<file path="src/rtl/sr_drv_pkg.sv">
// Shared constants for the SR latch driver: command codes, FSM states, timer width.
package sr_drv_pkg;

  localparam int unsigned CNT_W = 4;

  localparam logic [1:0] CMD_NOP = 2'b00;
  localparam logic [1:0] CMD_SET = 2'b01;
  localparam logic [1:0] CMD_RST = 2'b10;
  localparam logic [1:0] CMD_TGL = 2'b11;

  localparam logic [2:0] ST_INIT    = 3'd0;
  localparam logic [2:0] ST_IDLE    = 3'd1;
  localparam logic [2:0] ST_PULSE   = 3'd2;
  localparam logic [2:0] ST_SETTLE  = 3'd3;
  localparam logic [2:0] ST_WAITLOW = 3'd4;

  // Latch level a command drives towards, given the currently recorded state.
  function automatic logic cmd_target(input logic [1:0] c, input logic cur);
    logic t;
    case (c)
      CMD_SET: t = 1'b1;
      CMD_RST: t = 1'b0;
      default: t = ~cur;
    endcase
    return t;
  endfunction

endpackage

</file>
<file path="src/rtl/sr_drv_timer.sv">
// Loadable saturating down counter with zero flag; times INIT, PULSE and SETTLE.
module sr_drv_timer
  import sr_drv_pkg::*;
#(
  parameter logic [CNT_W-1:0] RST_VAL = '0
) (
  input  logic             clock,
  input  logic             reset_,
  input  logic             load,
  input  logic [CNT_W-1:0] load_val,
  input  logic             dec,
  output logic             zero_c
);

  logic [CNT_W-1:0] cnt_q;
  logic [CNT_W-1:0] cnt_d;

  // Load has priority; decrement stops at zero rather than wrapping.
  always_comb begin
    cnt_d = cnt_q;
    if (load) begin
      cnt_d = load_val;
    end else if (dec && (cnt_q != '0)) begin
      cnt_d = cnt_q - CNT_W'(1);
    end
  end

  // Counter register; reset value preloads the first (INIT) interval.
  always_ff @(posedge clock or negedge reset_) begin
    if (!reset_) cnt_q <= RST_VAL;
    else         cnt_q <= cnt_d;
  end

  assign zero_c = (cnt_q == '0);

endmodule

</file>
<file path="src/rtl/sr_latch_driver.sv">
// Clocked driver for an asynchronous SR latch with preset/preclear.
// Optional build macro CMD_COUNT_EN adds the cmd_cnt completed-command counter.
module sr_latch_driver
  import sr_drv_pkg::*;
#(
  parameter int unsigned PULSE_W    = 2,
  parameter int unsigned SETTLE_MAX = 6,
  parameter int unsigned INIT_W     = 3,
  parameter bit          INIT_VAL   = 1'b0
) (
  input  logic       clock,
  input  logic       reset_,
  input  logic       soc,
  input  logic [1:0] cmd,
  input  logic       q_fb,
  input  logic       qN_fb,
  output logic       eoc,
  output logic       s,
  output logic       r,
  output logic       preset_,
  output logic       preclear_,
  output logic       err,
  output logic       state_q
`ifdef CMD_COUNT_EN
  ,
  output logic [7:0] cmd_cnt
`endif
);

  logic [2:0] fsm_q, fsm_d;
  logic       eoc_q, eoc_d;
  logic       s_q, s_d;
  logic       r_q, r_d;
  logic       preset_q, preset_d;
  logic       preclear_q, preclear_d;
  logic       err_q, err_d;
  logic       latch_q, latch_d;
  logic       target_q, target_d;
  logic       q_s1_q, q_s2_q, qn_s1_q, qn_s2_q;
  logic       tmr_load_c, tmr_dec_c, tmr_zero_c;
  logic [CNT_W-1:0] tmr_val_c;
  logic       done_c;

  sr_drv_timer #(
    .RST_VAL (CNT_W'(INIT_W - 1))
  ) u_timer (
    .clock    (clock),
    .reset_   (reset_),
    .load     (tmr_load_c),
    .load_val (tmr_val_c),
    .dec      (tmr_dec_c),
    .zero_c   (tmr_zero_c)
  );

  // Two-flop synchronizers for the asynchronous latch feedback.
  always_ff @(posedge clock or negedge reset_) begin
    if (!reset_) begin
      q_s1_q  <= INIT_VAL;
      q_s2_q  <= INIT_VAL;
      qn_s1_q <= ~INIT_VAL;
      qn_s2_q <= ~INIT_VAL;
    end else begin
      q_s1_q  <= q_fb;
      q_s2_q  <= q_s1_q;
      qn_s1_q <= qN_fb;
      qn_s2_q <= qn_s1_q;
    end
  end

  // Next-state and next-output logic for the command sequencer.
  always_comb begin
    fsm_d      = fsm_q;
    eoc_d      = eoc_q;
    s_d        = s_q;
    r_d        = r_q;
    preset_d   = preset_q;
    preclear_d = preclear_q;
    err_d      = err_q;
    latch_d    = latch_q;
    target_d   = target_q;
    tmr_load_c = 1'b0;
    tmr_val_c  = '0;
    tmr_dec_c  = 1'b0;
    done_c     = 1'b0;
    case (fsm_q)
      ST_INIT: begin
        if (tmr_zero_c) begin
          preset_d   = 1'b1;
          preclear_d = 1'b1;
          eoc_d      = 1'b1;
          fsm_d      = ST_IDLE;
        end else begin
          tmr_dec_c = 1'b1;
        end
      end
      ST_IDLE: begin
        if (soc) begin
          if (cmd == CMD_NOP) begin
            fsm_d = ST_WAITLOW;
          end else begin
            target_d   = cmd_target(cmd, latch_q);
            s_d        = target_d;
            r_d        = ~target_d;
            eoc_d      = 1'b0;
            tmr_load_c = 1'b1;
            tmr_val_c  = CNT_W'(PULSE_W - 1);
            fsm_d      = ST_PULSE;
          end
        end
      end
      ST_PULSE: begin
        if (tmr_zero_c) begin
          s_d        = 1'b0;
          r_d        = 1'b0;
          tmr_load_c = 1'b1;
          tmr_val_c  = CNT_W'(SETTLE_MAX - 1);
          fsm_d      = ST_SETTLE;
        end else begin
          tmr_dec_c = 1'b1;
        end
      end
      ST_SETTLE: begin
        if ((q_s2_q == target_q) && (qn_s2_q == ~target_q)) begin
          latch_d = target_q;
          err_d   = 1'b0;
          eoc_d   = 1'b1;
          done_c  = 1'b1;
          fsm_d   = ST_WAITLOW;
        end else if (tmr_zero_c) begin
          latch_d = target_q;
          err_d   = 1'b1;
          eoc_d   = 1'b1;
          done_c  = 1'b1;
          fsm_d   = ST_WAITLOW;
        end else begin
          tmr_dec_c = 1'b1;
        end
      end
      ST_WAITLOW: begin
        if (!soc) fsm_d = ST_IDLE;
      end
      default: begin
        s_d        = 1'b0;
        r_d        = 1'b0;
        preset_d   = 1'b1;
        preclear_d = 1'b1;
        eoc_d      = 1'b1;
        fsm_d      = ST_IDLE;
      end
    endcase
  end

  // State and output registers; the init level is applied while reset_ is low.
  always_ff @(posedge clock or negedge reset_) begin
    if (!reset_) begin
      fsm_q      <= ST_INIT;
      eoc_q      <= 1'b0;
      s_q        <= 1'b0;
      r_q        <= 1'b0;
      preset_q   <= ~INIT_VAL;
      preclear_q <= INIT_VAL;
      err_q      <= 1'b0;
      latch_q    <= INIT_VAL;
      target_q   <= INIT_VAL;
    end else begin
      fsm_q      <= fsm_d;
      eoc_q      <= eoc_d;
      s_q        <= s_d;
      r_q        <= r_d;
      preset_q   <= preset_d;
      preclear_q <= preclear_d;
      err_q      <= err_d;
      latch_q    <= latch_d;
      target_q   <= target_d;
    end
  end

`ifdef CMD_COUNT_EN
  logic [7:0] cnt_q, cnt_d;

  // Completed non-nop command counter, wraps naturally at 8 bits.
  always_comb begin
    cnt_d = cnt_q;
    if (done_c) cnt_d = cnt_q + 8'd1;
  end

  // Counter register.
  always_ff @(posedge clock or negedge reset_) begin
    if (!reset_) cnt_q <= 8'd0;
    else         cnt_q <= cnt_d;
  end

  assign cmd_cnt = cnt_q;
`else
  logic unused_done;
  assign unused_done = done_c;
`endif

  assign eoc       = eoc_q;
  assign s         = s_q;
  assign r         = r_q;
  assign preset_   = preset_q;
  assign preclear_ = preclear_q;
  assign err       = err_q;
  assign state_q   = latch_q;

endmodule

</file>
<file path="config.mk">
export PLATFORM = sky130hd
export DESIGN_NAME = sr_latch_driver
export DESIGN_NICKNAME = d
export VERILOG_FILES = /design/src/rtl/sr_drv_pkg.sv /design/src/rtl/sr_drv_timer.sv /design/src/rtl/sr_latch_driver.sv
export SDC_FILE = /design/constraint.sdc
export NUM_CORES = 1
export LEC_CHECK = 0
export ABC_AREA = 1
export CAP_MARGIN = 20
export CELL_PAD_IN_SITES_DETAIL_PLACEMENT = 1
export CELL_PAD_IN_SITES_GLOBAL_PLACEMENT = 1
export CORE_AREA = 2 2 53 55
export CTS_BUF_LIST = sky130_fd_sc_hd__clkbuf_4
export CTS_CLUSTER_SIZE = 30
export DETAILED_ROUTE_END_ITERATION = 8
export DIE_AREA = 0 0 55 57
export MAX_ROUTING_LAYER = met4
export PLACE_DENSITY = 0.88
export REMOVE_ABC_BUFFERS = 1
export SLEW_MARGIN = 20
export SYNTH_ARGS = -nofsm -noshare
export SYNTH_HDL_FRONTEND = slang
export SYNTH_SLANG_ARGS = --single-unit
</file>
<file path="constraint.sdc">
create_clock -name clock -period 1.9 [get_ports clock]
set_input_delay 0.475 -clock clock [delete_from_list [all_inputs] [get_ports clock]]
set_output_delay 0.475 -clock clock [all_outputs]
set_load 0.05 [all_outputs]
</file>
==> out/qor.yml <==
outcome: "complete, no violations"
wl_per_cell_um: 14.7
antenna_found_initial: 0
hold_viol: 0
ant_nets: 0
place_ws_ns: -0.0547
ctsRootBufferMaster: "clkbuf_4"
ios: 14
holdCritStartpoint: "q_s1_q"
final_util_pct: 46.7
regMostFlops: "u_timer.cnt_q"
area_growth_pct: 17.0
grtUsageTotal_pct: 19.7
timing.final.crit_share_pct: 86.2
ys_seq_elements: 18
cts_setup_buffers: 0
firstDrtPassIters: 3
fin_nets: 152
crit_fanout: 4
grt_max_degree: 19
final_layout_size_suffix_gt1_share_pct: 25.5
drv_slew: 0
grt_pass1_vias: 932
ys_seq_area_share_pct: 43.6
fin_setup_tns_ns: 0
crit_type: "in -> reg"
cts.repair.resized: 0
netlist_area_um2: 1040
detailed_place_hpwl_mm: 2.01
initial_utilization_pct: 39.9
placed_area_um2: 1190
largest_reg_flops: 4
num_antenna_cells: 0
min_path_cells: 0
critPathRequiredTime_ns: 2.10
maxCapViolCount: 0
yosysWarnings: 0
arrival_ns: 1.84
p_per_area_nw_per_um2: 1820
clock_skew_ns: 0.00285
power_leakage_nw: 0.636
row_count: 19
vias_per_cell: 4.99
finalSetupViolCount: 0
globalplace.congestion: 0.841
tritoncts: "built"
worstHoldEndpoint: "q_s2_q"
cts_hold_buf: 0
rrSetupSlack_ns: 0.29
vias: 858
drc: 0
wl_mm: 2.52
insertion_delay_ns: 0.30
fmax_ghz: 0.610
stdcell_area_um2: 1220
cts-htree-levels: 1
drt-initial-drc-count: 6
yosysUniqueCellTypes: 28
worstRegToRegCells: 7
nFillCells: 325
fin_ws_ns: 0.262
clockBufferDepth: 2
mostFrequentLayoutCells: "nand2_1 (36), dfrtp_1 (15), inv_1 (14)"
r2r-end: "eoc"
cts_sinks: 18
syn_inst: 124
coreArea_um2: 2620
layout_commonest_cell: "nand2_1"
gr-total-overflow: 0
clkTransAtPathRegs_ns: 0.10
reg_top3: "u_timer.cnt_q x4, fsm_q x3"
numCtsBuffers: 3
hold_path_class: "reg -> reg"
endpoint_kind: "register"
grt_pass1_wl_mm: 4.28
grt_setup_unrepaired: "false"
vdd_drop_max_mv: 0.757
fin_crit_ns: 1.64
start_kind: "input pin"
r2r-start: "u_timer.cnt_q[1]"
die_height_um: 57
dieArea_um2: 3140
port_buffers: 12
die_x_um: 55
syn_area_per_cell_um2: 8.41
==> per-layer routing <==
| layer | GRT usage, % | wire, um | vias to the layer above |
|---|---|---|---|
| met5 | - | 0 | - |
| met3 | 2.36 | 53 | 3 |
| li1 | - | - | 420 |
| met2 | 33.7 | 1390 | 11 |
| met4 | 6.97 | 33 | 0 |
| met1 | 23.1 | 1050 | 424 |
==> where the power goes <==
group | leakage, nW | total (W) | internal, W | switching, W
registers | 0.212 | 0.000647 | 0.000526 | 0.000121
clock network | 0.0154 | 0.000200 | 0.0000766 | 0.000123
logic | 0.408 | 0.00137 | 0.000455 | 0.000917
total | 0.636 | 0.00222 | 0.00106 | 0.00116
==> final cells by class <==
class                      instances  area (um^2)  area share, %
tap                               31         38.8           3.18
sequential                        18          454           37.2
inverter                          19         71.3           5.85
clock inverter                     1         3.75          0.308
multi-input combinational         86          509           41.7
timing repair buffer              14          120           9.85
clock buffer                       3         22.5           1.85
==> how the worst max path moves through the flow <==
stage	from	endpoint	cells past startpoint
2_1_floorplan	u_timer.cnt_q[1]	eoc	7
3_3_place_gp	cmd[0]	u_timer.cnt_q[3]	9
3_5_place_dp	cmd[0]	u_timer.cnt_q[0]	9
4_1_cts	cmd[0]	u_timer.cnt_q[3]	9
5_1_grt	cmd[0]	u_timer.cnt_q[3]	9
6_report	cmd[0]	u_timer.cnt_q[3]	9
==> critical path, cell delays in order <==
cell and delay [ns]:
clkdlybuf4s50_1 0.48, inv_1 0.05, ha_1 0.18, inv_1 0.08
nand2_1 0.10, o21ai_4 0.26, inv_2 0.07, nand3b_1 0.09
nand2_1 0.05
==> logic make-up (layout without fill, tap and decap cells) <==
family / count (synthesis) / in the layout / share of synthesized area [%]
buffers and inverters: 20 / 37 / 7.56
other: 1 / 1 / 0.360
and+or+nand+nor: 64 / 64 / 33.0
xor gates and xnor gates: 2 / 2 / 1.68
DFF: 18 / 18 / 43.6
adders and majority gates: 3 / 3 / 3.60
AOI/OAI and AO/OA: 16 / 16 / 10.2
==> Yosys cell counts <==
| master | number | share of area, % |
|---|---|---|
| a21oi_1 | 4 | 1.9 |
| a31o_2 | 1 | 0.84 |
| a31oi_1 | 2 | 1.2 |
| buf_4 | 1 | 0.72 |
| conb_1 | 1 | 0.36 |
| dfrtp_1 | 15 | 36 |
| dfstp_2 | 3 | 7.6 |
| ha_1 | 3 | 3.6 |
| inv_1 | 14 | 5.0 |
| inv_2 | 5 | 1.8 |
| nand2_1 | 36 | 13 |
| nand2_2 | 4 | 2.4 |
| nand2_4 | 2 | 2.2 |
| nand3_1 | 5 | 2.4 |
| nand3_2 | 2 | 1.9 |
| nand3_4 | 1 | 1.7 |
| nand3b_1 | 1 | 0.72 |
| nand4_1 | 1 | 0.60 |
| nor2_1 | 7 | 2.5 |
| nor2_2 | 3 | 1.8 |
| nor2_8 | 2 | 3.8 |
| o21a_1 | 2 | 1.4 |
| o21ai_0 | 4 | 1.9 |
| o21ai_1 | 1 | 0.48 |
| o21ai_2 | 1 | 0.84 |
| o21ai_4 | 1 | 1.6 |
| xnor2_1 | 1 | 0.84 |
| xor2_1 | 1 | 0.84 |
==> per-stage QoR <==
| stage | cells | power, W | hold slack, ns |
|---|---|---|---|
| 2_1_floorplan | 123 | 0.00166 | 0.179 |
| 4_1_cts | 172 | 0.00224 | 0.374 |
| 3_3_place_gp | 168 | 0.00191 | 0.338 |
| 6_report | 172 | 0.00222 | 0.372 |
| 3_5_place_dp | 168 | 0.00202 | 0.351 |
| 5_1_grt | 172 | 0.00242 | 0.379 |
Note: power is estimated with default switching activity, not from simulation.
